--- config.mk ---
export PLATFORM = sky130hd
export DESIGN_NAME = phys_reg_free_list
export DESIGN_NICKNAME = d
export VERILOG_FILES = /design/src/rtl/phys_reg_free_list.sv
export SDC_FILE = /design/constraint.sdc
export NUM_CORES = 1
export LEC_CHECK = 0
export BUFFER_PORTS_ARGS = -buffer_cell sky130_fd_sc_hd__buf_2
export CORE_UTILIZATION = 46
export CTS_BUF_LIST = sky130_fd_sc_hd__clkbuf_4 sky130_fd_sc_hd__clkbuf_8 sky130_fd_sc_hd__clkbuf_16
export DETAILED_ROUTE_END_ITERATION = 8
export SLEW_MARGIN = 40
export SYNTH_ARGS = -nofsm -noshare
export SYNTH_HDL_FRONTEND = slang
export SYNTH_SLANG_ARGS = --single-unit
--- constraint.sdc ---
create_clock -name CLK -period 4 [get_ports CLK]
set_input_delay 0.8 -clock CLK [delete_from_list [all_inputs] [get_ports CLK]]
set_output_delay 0.8 -clock CLK [all_outputs]
set_load 0.005 [all_outputs]
--- src/rtl/phys_reg_free_list.sv ---
// Circular FIFO of free physical register tags for the rename path.
// Commit frees tags at the tail; misprediction reverts push tags back at the head.
module phys_reg_free_list #(
  parameter int NUM_ARCH_REGS = 32,
  parameter int NUM_PHYS_REGS = 64,
  parameter int DEPTH         = NUM_PHYS_REGS - NUM_ARCH_REGS,
  parameter int PT            = $clog2(NUM_PHYS_REGS),
  parameter int PW            = $clog2(DEPTH) + 1
) (
  input  logic          CLK,
  input  logic          nRST,
  output logic          DUT_error,
  input  logic          dequeue_valid,
  output logic          dequeue_ready,
  output logic [PT-1:0] dequeue_phys_reg_tag,
  input  logic          enqueue_valid,
  input  logic [PT-1:0] enqueue_phys_reg_tag,
  output logic          enqueue_ready,
  input  logic          revert_valid,
  input  logic [PT-1:0] revert_phys_reg_tag,
  output logic [PW-1:0] free_count
);

  localparam int IW = PW - 1;

  logic [PT-1:0] entries [DEPTH];
  logic [PW-1:0] head_ptr, tail_ptr;
  logic [PW-1:0] next_head_ptr, next_tail_ptr;
  logic [PW-1:0] head_m1;
  logic          next_DUT_error;
  logic          empty, full;
  logic          rev_ok, deq_ok, enq_ok;
  logic          enq_room;

  assign empty      = (head_ptr == tail_ptr);
  assign full       = (head_ptr[IW-1:0] == tail_ptr[IW-1:0]) &&
                      (head_ptr[PW-1] != tail_ptr[PW-1]);
  assign free_count = tail_ptr - head_ptr;
  assign head_m1    = head_ptr - PW'(1);

  assign dequeue_ready        = ~empty;
  assign enqueue_ready        = ~full;
  assign dequeue_phys_reg_tag = entries[head_ptr[IW-1:0]];

  // An accepted revert consumes one slot, so an enqueue in the same cycle
  // needs room for two when the FIFO is one short of full.
  always_comb begin
    rev_ok         = 1'b0;
    deq_ok         = 1'b0;
    enq_ok         = 1'b0;
    enq_room       = 1'b0;
    next_DUT_error = 1'b0;
    next_head_ptr  = head_ptr;
    next_tail_ptr  = tail_ptr;

    if (revert_valid) begin
      if (!full && (revert_phys_reg_tag != '0)) begin
        rev_ok = 1'b1;
      end else begin
        next_DUT_error = 1'b1;
      end
    end

    if (dequeue_valid) begin
      if (revert_valid || empty) begin
        next_DUT_error = 1'b1;
      end else begin
        deq_ok = 1'b1;
      end
    end

    enq_room = !full && !(rev_ok && (free_count == PW'(DEPTH - 1)));
    if (enqueue_valid) begin
      if (enq_room && (enqueue_phys_reg_tag != '0)) begin
        enq_ok = 1'b1;
      end else begin
        next_DUT_error = 1'b1;
      end
    end

    if (rev_ok) begin
      next_head_ptr = head_m1;
    end else if (deq_ok) begin
      next_head_ptr = head_ptr + PW'(1);
    end

    if (enq_ok) begin
      next_tail_ptr = tail_ptr + PW'(1);
    end
  end

  always_ff @(posedge CLK or negedge nRST) begin
    if (!nRST) begin
      head_ptr  <= '0;
      tail_ptr  <= PW'(DEPTH);
      DUT_error <= 1'b0;
    end else begin
      head_ptr  <= next_head_ptr;
      tail_ptr  <= next_tail_ptr;
      DUT_error <= next_DUT_error;
    end
  end

  // Reset contents are the tags not claimed by the architectural mapping.
  always_ff @(posedge CLK or negedge nRST) begin
    if (!nRST) begin
      for (int i = 0; i < DEPTH; i++) begin
        entries[i] <= PT'(NUM_ARCH_REGS + i);
      end
    end else begin
      if (rev_ok) begin
        entries[head_m1[IW-1:0]] <= revert_phys_reg_tag;
      end
      if (enq_ok) begin
        entries[tail_ptr[IW-1:0]] <= enqueue_phys_reg_tag;
      end
    end
  end

endmodule

# Word level (Yosys, flattened, before mapping)
# Cells that the tools add are included.
# totals
regBits	205
latchBits	0
ramBits	0
rom_bits	0
inputBits	17
output_inout_bits	15
wordCells	91
mem_count	0
# classes
addsub	4
mul	0
div	0
magnitude_cmp	5
eq_ne	4
shift	0
muxes	25
bitwise	5
reduce_logical	13
# op_table
cell	count
bitwise mux 192 bit	2
2-to-1 mux 192 bit	2
demux 6 bit (select 5 bit)	2
2-to-1 mux 6 bit	6
binary-select mux 6 bit (select 5 bit)	1
greater-or-equal comparator 6 bit, second input constant	3
NOT 5 -> 6 bit	3
adder 6 x 1 -> 6 bit, second input constant	2
< comparator 6 x 1 -> 1 bit, second input constant	2
2-to-1 mux 1 bit	12
nonzero test 6 bit	2
logical AND 1 bit	7
equality test 6 x 5 -> 1 bit, second input constant	1
equality test 6 bit	1
subtractor 6 x 1 -> 6 bit, second input constant	1
subtractor 6 bit	1
equality test 5 bit	1
zero test 1 bit	2
NOT 1 bit	2
nonzero test 2 bit	1
logical OR 1 bit	1
!= test 1 bit	1

# Longest topological paths before layout
# Gate-level depths: netlist of run 1.
# logic_depth
ltp_word	13
mapped_depth	14
depth_no_buf	11

# Least setup slack after synthesis of run 1
# No wires, ideal clock.
# synth_timing
path_type	register to register
from	register head_ptr[3]
to	register entries[157] (netlist bit)
setup_time_ns	0.125
arrival_time_ns	3.411
required_ns	3.875
setup_slack_ns	0.464
stages_incl_launch_ff	14
path_buffers	5
period_less_slack_ns	3.536
cell_sequence	dfrtp_1 > clkbuf_1 > inv_2 > buf_1 > ha_1 > nand4_1 > or3b_1 > buf_2 > and3_4 > buf_6 > clkbuf_1 > nand3_1 > mux2_2 > mux2_2
# synth_via
elab_chain_len	13
word_cells_on_any_way	25
cone_classes	2 x add/sub; 2 x order compare; 2 x eq/ne; 10 x mux; 1 x bitwise; 8 x reduce/logical
# synth_lines
item	line_no	text
start, declared	27	logic [PW-1:0] head_ptr, tail_ptr;
start signal, assigned	98	head_ptr <= next_head_ptr;
parallel branches: the longest is 12 deep, another holds subtractor 6 x 1 -> 6 bit	-	
2-to-1 mux 192 bit *	114	if (enq_ok) begin
end signal, assigned by index	108	entries[i] <= PT'(NUM_ARCH_REGS + i);
end signal, assigned by index	112	entries[head_m1[IW-1:0]] <= revert_phys_reg_tag;
end signal, assigned by index	115	entries[tail_ptr[IW-1:0]] <= enqueue_phys_reg_tag;
end, declared	26	logic [PT-1:0] entries [DEPTH];
# Mark *: on every way between the ends.
# A chain may end at the register's enable or synchronous reset.

# Final worst setup path of run 1
# layout_timing
from	register head_ptr[0]
to	output port dequeue_phys_reg_tag[5]
# layout_via
elab_chain_len	4
# layout_lines
item	line_no	text
NOT 5 -> 6 bit (implied by the code)	43	assign dequeue_phys_reg_tag = entries[head_ptr[IW-1:0]];
binary-select mux 6 bit (select 5 bit)	43	
2-to-1 mux 6 bit (implied by the code) (2 in a row)	43	
end, declared	15	output logic [PT-1:0] dequeue_phys_reg_tag,
# Every way passes these cells. The select of a mux whose other input is x is not followed.

==> impl_results.md, run 1 <==
- Status: complete, no violations
- Largest net degree at the start of global routing: 89
- Nets: 1,021
- Die width: 170 microns
- Post-CTS Setup Inserts: 0
- Hold violation count in the final report: 0
- CTS Sinks: 205
- Clock Skews: between 0.01 and 0.015 ns
- Max_cap viols: 0
- Crit path cell chain: buf_4 > mux4_2 > mux4_2 > nand2_1 > nand2_1 > buf_2
- Grt ovf: 0
- Core Area: 27,700 sq um
- Slowest-stage cell, CP: mux4_2
- Fmax: 0.262 GHz
- Worst VDD drop: about 0.36 mV
- Dpl ws: roughly 0.51 ns
- Fin Setup TNS: 0 ns
- Slew margin rel.: 0.411
- Most frequent cells after synthesis: mux2_2, dfstp_2, dfrtp_1
- Post-DRT Antenna Nets: 0
- Die Y-Extent: 170 microns
- Leakage: 5.88 nW
- Yosys top cell by area: mux2_2
- First-pass GRT wire length: around 55 mm
- IO Pins: 32
- Library cells used by synthesis: 62
- Yosys Warn Count: 0
- # rows: 61
- Total die area: a little under 30,000 sq um
- Syn Inst Count: 988
- N_diodes: 0
- 1st-pass router iterations: 6
- Synth top area cells: mux2_2, dfstp_2, dfrtp_1
- Initial cell density of the core: 0.468
- CP endpoint kind: output port
- Tightest Pin Transition: 0.881 ns
- Crit path buf inv count: 2
- Initial DRC Count: 549
- Hold Crit Class: input port to asynchronous set/reset pin
- Synth Cell Area: 13,000 sq um
- Syn_area_per_cell: 13.1 sq um
- Number of synthesized flops with an enable pin: 0
- Via Count: approximately 8,000
- Syn Nets: 1,020
- Fin crit period: ~3.8 ns
- Area Growth Syn to Fin: 11.4%
- Post-synth top flop: dfstp_2
- H-tree depth: 1
- GRT Util Overall: 0.259
- Final weighted congestion in routability-driven placement: 0.883
- Worst setup margin: 0.185 ns
- Slowest stage delay, CP: 0.63 ns
- Vias in the first global route: 8,428
- CTS buffer count: 26
- Dpl hpwl: roughly 23 mm
- Yosys top cell area share: 0.291
- CTS tree: built
- CP Data Arrival Time: 3.01 ns
- Max clock buf depth: 3
- Reg clk slew, reported paths: 0.06 ns
- Critical path data required time: between 3 and 4 ns
- Cts repair resizes: 0
- Asr flop ratio synth: 1.00
- RSZ-0062 raised after global routing: no
- Synthesis-stage register bit count: 205
- Avg WL per Cell: 26.0 microns
- Hold Buf Count CTS: 0
- DRC: 0
- Fraction of layout cells with a size suffix above 1: 0.659
- CTS root buf: clkbuf_16
- Fillcell total: about 2,400
- Slew Viols, Final: 0
- Top Family by Delay on Critical Path: multiplexers
- Vias per inst: 5.87
- Final core utilization: 0.521
- Clock latency on the worst-skew pair: 0.53 ns
- Count of final setup violators: 0
- Sequential fraction of the synthesis area: 0.407
- # port buffers: 31
- Initial antenna violation count: 0
- Startpoint Class: flop
- Final period util: 0.954
- Pwr Density: around 860 nW/um^2
- WS Path Type: flop to output port
- Total wire length: 36.1 mm
- Most frequent cell after synthesis: mux2_2
- CP max FO: 31
==> layout by cell type, fill, tap and decap left out, types with 7 or more instances in the layout <==
cell,netlist,final
a21oi_1,24,24
buf_2,13,30
buf_4,12,39
clkbuf_16,0,27
clkbuf_8,0,8
dfrtp_1,92,90
dfstp_2,113,113
ha_1,14,14
inv_1,9,9
mux2_2,335,335
mux2_4,12,12
mux2i_1,20,20
mux4_2,60,60
nand2_1,36,36
nand2b_1,20,20
nand3_1,17,17
nor2_1,23,23
nor2b_1,9,9
nor3_1,22,22
xor2_1,7,7
==> where the power goes <==
group / switching, mW / internal (mW)
clock: 0.939 / 1.57
combinational: 2.69 / 3.12
sequential: 0.570 / 3.45
total: 4.19 / 8.15
==> worst paths after layout <==
check                                          end  slack (ns)                    start  cells after the start
setup / recovery           dequeue_phys_reg_tag[5]        0.19  head_ptr[0]$_DFFE_PN0P_                      6
hold / removal              entries[186]$_DFF_PN0_        0.29                     nRST                      1
setup reg to reg            entries[154]$_DFF_PN0_        0.48  tail_ptr[0]$_DFFE_PN0P_                     11
hold reg to reg            tail_ptr[5]$_DFFE_PN1P_        0.54  tail_ptr[5]$_DFFE_PN1P_                      1
max in group asynchronous    entries[34]$_DFF_PN1_        2.76                     nRST                      2
min in group CLK               DUT_error$_DFF_PN0_        0.52             revert_valid                      3
==> area by class of cell <==
type / instances / area [sq um] / area share
clock buffers: 37 / 795 / 0.0551
clock inverters: 11 / 139 / 0.00963
flip-flops and latches: 205 / 5280 / 0.366
inverters: 11 / 41.3 / 0.00286
repair buffers: 72 / 488 / 0.0338
well taps: 378 / 473 / 0.0328
multi-input cells: 673 / 7210 / 0.500
==> kinds of logic after synthesis <==
| group | Yosys count | synth area share |
|---|---|---|
| buffers and inverters | 110 | 0.0383 |
| XOR/XNOR | 14 | 0.0100 |
| AO/OA/AOI/OAI | 49 | 0.0251 |
| adder cells (fa/ha/maj) | 15 | 0.0151 |
| AND/OR/NAND/NOR | 166 | 0.0778 |
| multiplexers | 429 | 0.427 |
| flip-flops | 205 | 0.407 |
==> registers in the layout (all words and copies together) (netlist names) <==
register   cells
DUT_error      1
entries      192
tail_ptr       6
head_ptr       6
==> metrics by stage <==
| step | cell area (sq um) | hold slack, ns | std cells | power (mW) |
|---|---|---|---|---|
| finish | 14400 | 0.294 | 1387 | 12.3 |
| detailed placement | 13500 | 0.534 | 1339 | 9.82 |
| global route | 14400 | 0.361 | 1387 | 13.0 |
| CTS | 14400 | 0.353 | 1387 | 12.4 |
| floorplan | 13000 | 0.499 | 988 | 8.13 |
| global placement | 13500 | 0.529 | 1339 | 9.65 |
==> routing by layer <==
layer	routed length, microns	share of wire	vias to the layer above	global-route usage
li1	-	-	3638	-
met1	16600	0.46	4263	0.359
met2	17000	0.47	187	0.417
met3	1640	0.045	53	0.0459
met4	851	0.024	0	0.0682
met5	0	0	-	0
(Power assumes the default switching activity.)
==> run 2, diff against run 1 <==
Clock period 4 ns to 3.1 ns, I/O delays scaled along.
==> impl_results.md, run 2 (synthesized netlist as in run 1, its figures left out) <==
- Status: finished with violations
- Failing checks: negative setup slack
- Fmax: 0.302 GHz
- Total wire length: 36.4 mm
- Avg WL per Cell: 25.3 microns
- DRC: 0
- # rows: 61
- Worst Reg-to-Reg Cells: 10
- Fin Setup TNS: -1.19 ns
- Critical path data required time: 2.48 ns
- Top reg by flops: entries
- Initial antenna violation count: 1
- Hold Crit Class: input port to asynchronous set/reset pin
- Worst reg2reg setup slack: 0.08 ns
- IO Pins: 32
- 1st-pass router iterations: 6
- Max_cap viols: 0
- Max FFs per register: 192
- Nets: 1,078
- Largest registers: entries x192, head_ptr x6, tail_ptr x6
- Final weighted congestion in routability-driven placement: 0.880
- Area of placed instances: between 10,000 and 15,000 sq um
- Clock latency on the worst-skew pair: 0.52 ns
- Via Count: 8,378
- Count of final setup violators: 6
- Core Area: 27,700 sq um
- H-tree depth: 1
- CTS tree: built
- Initial cell density of the core: 0.468
- Clock Skews: around 0.0064 ns
- Slew margin rel.: 0.336
- Grt ovf: 0
- Total die area: 28,800 sq um
- Most common cell after layout, fill and taps aside: mux2_2
- Reg clk slew, reported paths: about 0.06 ns
- RR Startpoint: head_ptr[0]$_DFFE_PN0P_
- Startpoint Class: flop
- Area Growth Syn to Fin: 17.8%
- WS Path Type: flop to output port
- CP max FO: 7
- R2R Path End: entries[75]$_DFF_PN0_
- Slew Viols, Final: 0
- RSZ-0062 raised after global routing: yes
- CP endpoint kind: output port
- Hold violation count in the final report: 0
- Tightest Pin Transition: 0.993 ns
- GRT Util Overall: 0.262
- Pwr Density: approximately 1100 nW/um^2
- Final period util: 1.07
- First-pass GRT wire length: 55.9 mm
- Final instance area: ~15,000 sq um
- CP Data Arrival Time: ~2.7 ns
- CTS Sinks: 205
- # port buffers: 31
- Fin crit period: 3.31 ns
- Vias in the first global route: between 8,000 and 9,000
- N_diodes: 0
- Die width: 170 microns
- Vias per inst: 5.81
- Max clock buf depth: 3
- Worst setup margin: -0.209 ns
- Post-DRT Antenna Nets: 0
- CTS buffer count: 25
- Dpl hpwl: 23.5 mm
- CTS root buf: clkbuf_16
- Die Y-Extent: around 170 microns
- Most frequent cells in the layout: mux2_2, dfstp_2, dfrtp_1, buf_4, mux4_2
- Worst VDD drop: between 0.4 and 0.5 mV
- Leakage: around 6.3 nW
- Largest net degree at the start of global routing: 69
- Fraction of layout cells with a size suffix above 1: 0.722
- Initial DRC Count: 591
[run 2: cell types whose count changed in the layout (fill, tap and decap cells not counted), moves of 5 or more]
cell / previous run / this run
buf_12: 1 / 13
buf_16: 0 / 5
buf_4: 39 / 71
buf_6: 1 / 9
nand2_1: 36 / 28
nand2_2: 0 / 8
nand2b_1: 20 / 7
nand2b_2: 0 / 6
nand2b_4: 0 / 7
nor2_1: 23 / 11
nor2_2: 1 / 7
nor2_4: 1 / 7
[run 2: layout make-up]
class / instances / area [sq um]
Clock buffer: 38 / 767
Clock inverter: 6 / 32.5
Fill cell: 2304 / 12500
Inverter: 11 / 42.5
Multi-Input combinational cell: 673 / 7430
Sequential cell: 205 / 5280
Tap cell: 378 / 473
Timing Repair Buffer: 130 / 1230
[run 2: worst max path at each step]
stage                                 start                      end  slack (ns)
floorplan           head_ptr[1]$_DFFE_PN0P_   entries[100]$_DFF_PN0_        0.02
global placement    tail_ptr[0]$_DFFE_PN0P_    entries[81]$_DFF_PN0_        0.09
detailed placement  tail_ptr[0]$_DFFE_PN0P_   entries[126]$_DFF_PN0_        0.04
CTS                 head_ptr[0]$_DFFE_PN0P_  dequeue_phys_reg_tag[0]       -0.23
global route        head_ptr[0]$_DFFE_PN0P_  dequeue_phys_reg_tag[0]       -0.26
finish              head_ptr[0]$_DFFE_PN0P_  dequeue_phys_reg_tag[1]       -0.21
[run 2: layer usage]
layer	share of wire	vias to the layer above	track usage
met3	0.053	51	0.0429
met1	0.46	4352	0.378
met4	0.022	0	0.0646
met2	0.47	226	0.410
li1	-	3749	-
met5	0	-	0
[run 2: repair_timing]
action,in CTS,in global routing
hold buffers,0,0
cloned,3,1
hold endpoints to repair,0,0
setup buffers,2,11
setup endpoints to repair,6,172
resized for setup,33,43
pin swaps,7,14
[run 2: per-stage QoR]
stage	hold WS [ns]	utilization	power, mW	instances	setup slack (ns)
2_1_floorplan	0.324	-	10.6	988	0.0210
3_3_place_gp	0.534	0.503	12.9	1380	0.0917
3_5_place_dp	0.538	0.503	13.1	1380	0.0366
4_1_cts	0.140	0.540	16.4	1429	-0.226
5_1_grt	0.163	0.551	17.7	1441	-0.263
6_report	0.123	0.551	16.8	1441	-0.209
[run 2: report_power, final]
group          internal (mW)  total (mW)  switching [mW]  leakage, nW
Clock                   1.69        2.85            1.16        0.406
Combinational           4.87        8.73            3.86         3.58
Sequential              4.45        5.19           0.741         2.30
Total                   11.0        16.8            5.76         6.29
[run 2: worst max-delay path, stage by stage (launching register included)]
cell and delay, ns:
dfrtp_4 0.45, buf_16 0.18, buf_12 0.15, mux4_2 0.55
mux4_2 0.52, nand2_1 0.10, nand2_2 0.08, buf_2 0.13
==> run 3, diff against run 2 <==
Settings changed: BUFFER_PORTS_ARGS -buffer_cell sky130_fd_sc_hd__buf_2 to -buffer_cell sky130_fd_sc_hd__clkbuf_2.
==> impl_results.md, run 3 (synthesized netlist as in run 1, its figures left out) <==
- CTS root buf: clkbuf_16
- CP max FO: 8
- IO Pins: 32
- Count of final setup violators: 6
- Hold Crit Class: input port to asynchronous set/reset pin
- Clock latency on the worst-skew pair: around 0.53 ns
- Failing checks: negative setup slack
- Top reg by flops: entries
- CTS Sinks: 205
- Critical path data required time: 2.48 ns
- Die Y-Extent: around 170 microns
- First-pass GRT wire length: 56.5 mm
- GRT Util Overall: 0.264
- Most frequent cells in the layout: mux2_2, dfstp_2, dfrtp_1, buf_4, mux4_2
- Reg clk slew, reported paths: 0.06 ns
- Fin crit period: 3.32 ns
- Max_cap viols: 0
- Area Growth Syn to Fin: 15.8%
- Leakage: ~6.2 nW
- Fmax: 0.301 GHz
- Largest net degree at the start of global routing: 68
- RSZ-0062 raised after global routing: yes
- Met1 Resource Use GR: 0.379
- Vias in the first global route: 8,665
- Total wire length: 36.5 mm
- CTS tree: built
- Post-DRT Antenna Nets: 0
- Avg WL per Cell: between 20 and 30 microns
- CTS buffer count: 25
- DRC: 0
- Hold Buf Count CTS: 0
- Slew margin rel.: 0.366
- Final period util: 1.07
- Worst setup margin: -0.218 ns
- Crit path buf inv count: 3
- Startpoint Class: flop
- Final weighted congestion in routability-driven placement: between 0.8 and 0.9
- Hold violation count in the final report: 0
- Global Route met3 Usage: 0.0403
- Clock Skews: 0.00867 ns
- R2R Path End: entries[109]$_DFF_PN0_
- # rows: 61
- Met2 Usage GRT: 0.415
- WS Path Type: flop to output port
- Busiest grt layer: met2
- Slowest-stage cell, CP: mux4_2
- Slew Viols, Final: 0
- Status: finished with violations
- H-tree depth: 1
- Max FFs per register: between 150 and 200
- Pwr Density: approximately 1100 nW/um^2
- Hold WS: around 0.09 ns
- Dpl hpwl: roughly 24 mm
- Slowest stage delay, CP: roughly 0.57 ns
- Top Family by Delay on Critical Path: multiplexers
- RR Startpoint: tail_ptr[0]$_DFFE_PN0P_
- Max clock buf depth: 3
- Initial cell density of the core: 0.468
- Initial DRC Count: 626
- CP endpoint kind: output port
- Crit path cell chain: buf_12 > buf_16 > mux4_2 > mux4_2 > nand2_2 > nand2_2 > clkbuf_2
- Die width: approximately 170 microns
- Largest registers: entries x192, head_ptr x6, tail_ptr x6
- Initial antenna violation count: 0
- N_diodes: 0
- Dpl ws: 0.0327 ns
- Worst reg2reg setup slack: 0.14 ns
- Most common cell after layout, fill and taps aside: mux2_2
- Vias per inst: just under 6
- Nets: between 1,000 and 1,500
- Total die area: 28,800 sq um
- # port buffers: 31
- Fraction of layout cells with a size suffix above 1: 0.715
- Worst Reg-to-Reg Cells: 12
- Grt ovf: 0
- 1st-pass router iterations: 5
- Tightest Pin Transition: 0.948 ns
- Worst VDD drop: 0.463 mV
- Via Count: ~8,300
- Core Area: 27,700 sq um
- CP Data Arrival Time: roughly 2.7 ns
[run 3: stage by stage]
step                      TNS [ns]  power [mW]   util  cells  area [sq um]
after floorplan                  0        10.6      -    988         13000
after global placement           0        12.9  0.502   1377         13900
after detailed placement         0        13.1  0.502   1377         13900
after CTS                    -1.38        16.3  0.538   1430         14900
after global routing         -1.40        17.3  0.541   1429         15000
final                        -1.18        16.4  0.541   1429         15000
[run 3: how the worst max path moves through the flow]
stage                                          to  slack [ns]                     from  depth (start not counted)
final                     dequeue_phys_reg_tag[1]       -0.22  head_ptr[0]$_DFFE_PN0P_                          7
after global routing      dequeue_phys_reg_tag[1]       -0.24  head_ptr[0]$_DFFE_PN0P_                          7
after detailed placement   entries[126]$_DFF_PN0_        0.03  tail_ptr[0]$_DFFE_PN0P_                         12
after floorplan            entries[100]$_DFF_PN0_        0.02  head_ptr[1]$_DFFE_PN0P_                         14
after CTS                 dequeue_phys_reg_tag[5]       -0.24  head_ptr[0]$_DFFE_PN0P_                          8
after global placement      entries[81]$_DFF_PN0_        0.09  tail_ptr[0]$_DFFE_PN0P_                         12
[run 3: per-layer routing]
| metal | routed length, microns | share of wire |
|---|---|---|
| met1 | 17000 | 0.47 |
| met2 | 16700 | 0.46 |
| met3 | 1920 | 0.053 |
| met4 | 898 | 0.025 |
| met5 | 0 | 0 |
[run 3: repair_timing]
action                                  in CTS  in global routing
resized for setup                           17                 43
endpoints found under the setup margin       6                174
setup buffers                                4                  1
cloned                                       3                  1
pin swaps                                    1                 13
[run 3: report_power, final]
group,leakage (nW),internal (mW),total (mW),switching (mW)
combinational,3.47,4.60,8.36,3.76
clock,0.413,1.68,2.87,1.19
sequential,2.30,4.45,5.20,0.749
total,6.19,10.7,16.4,5.70
[run 3: final cells by class]
cell class	instances	area, sq um
Fill cell	2323	12700
Multi-Input combinational cell	673	7370
Sequential cell	205	5280
Timing Repair Buffer	116	1030
Clock buffer	38	754
Tap cell	378	473
Clock inverter	8	43.8
Inverter	11	42.5
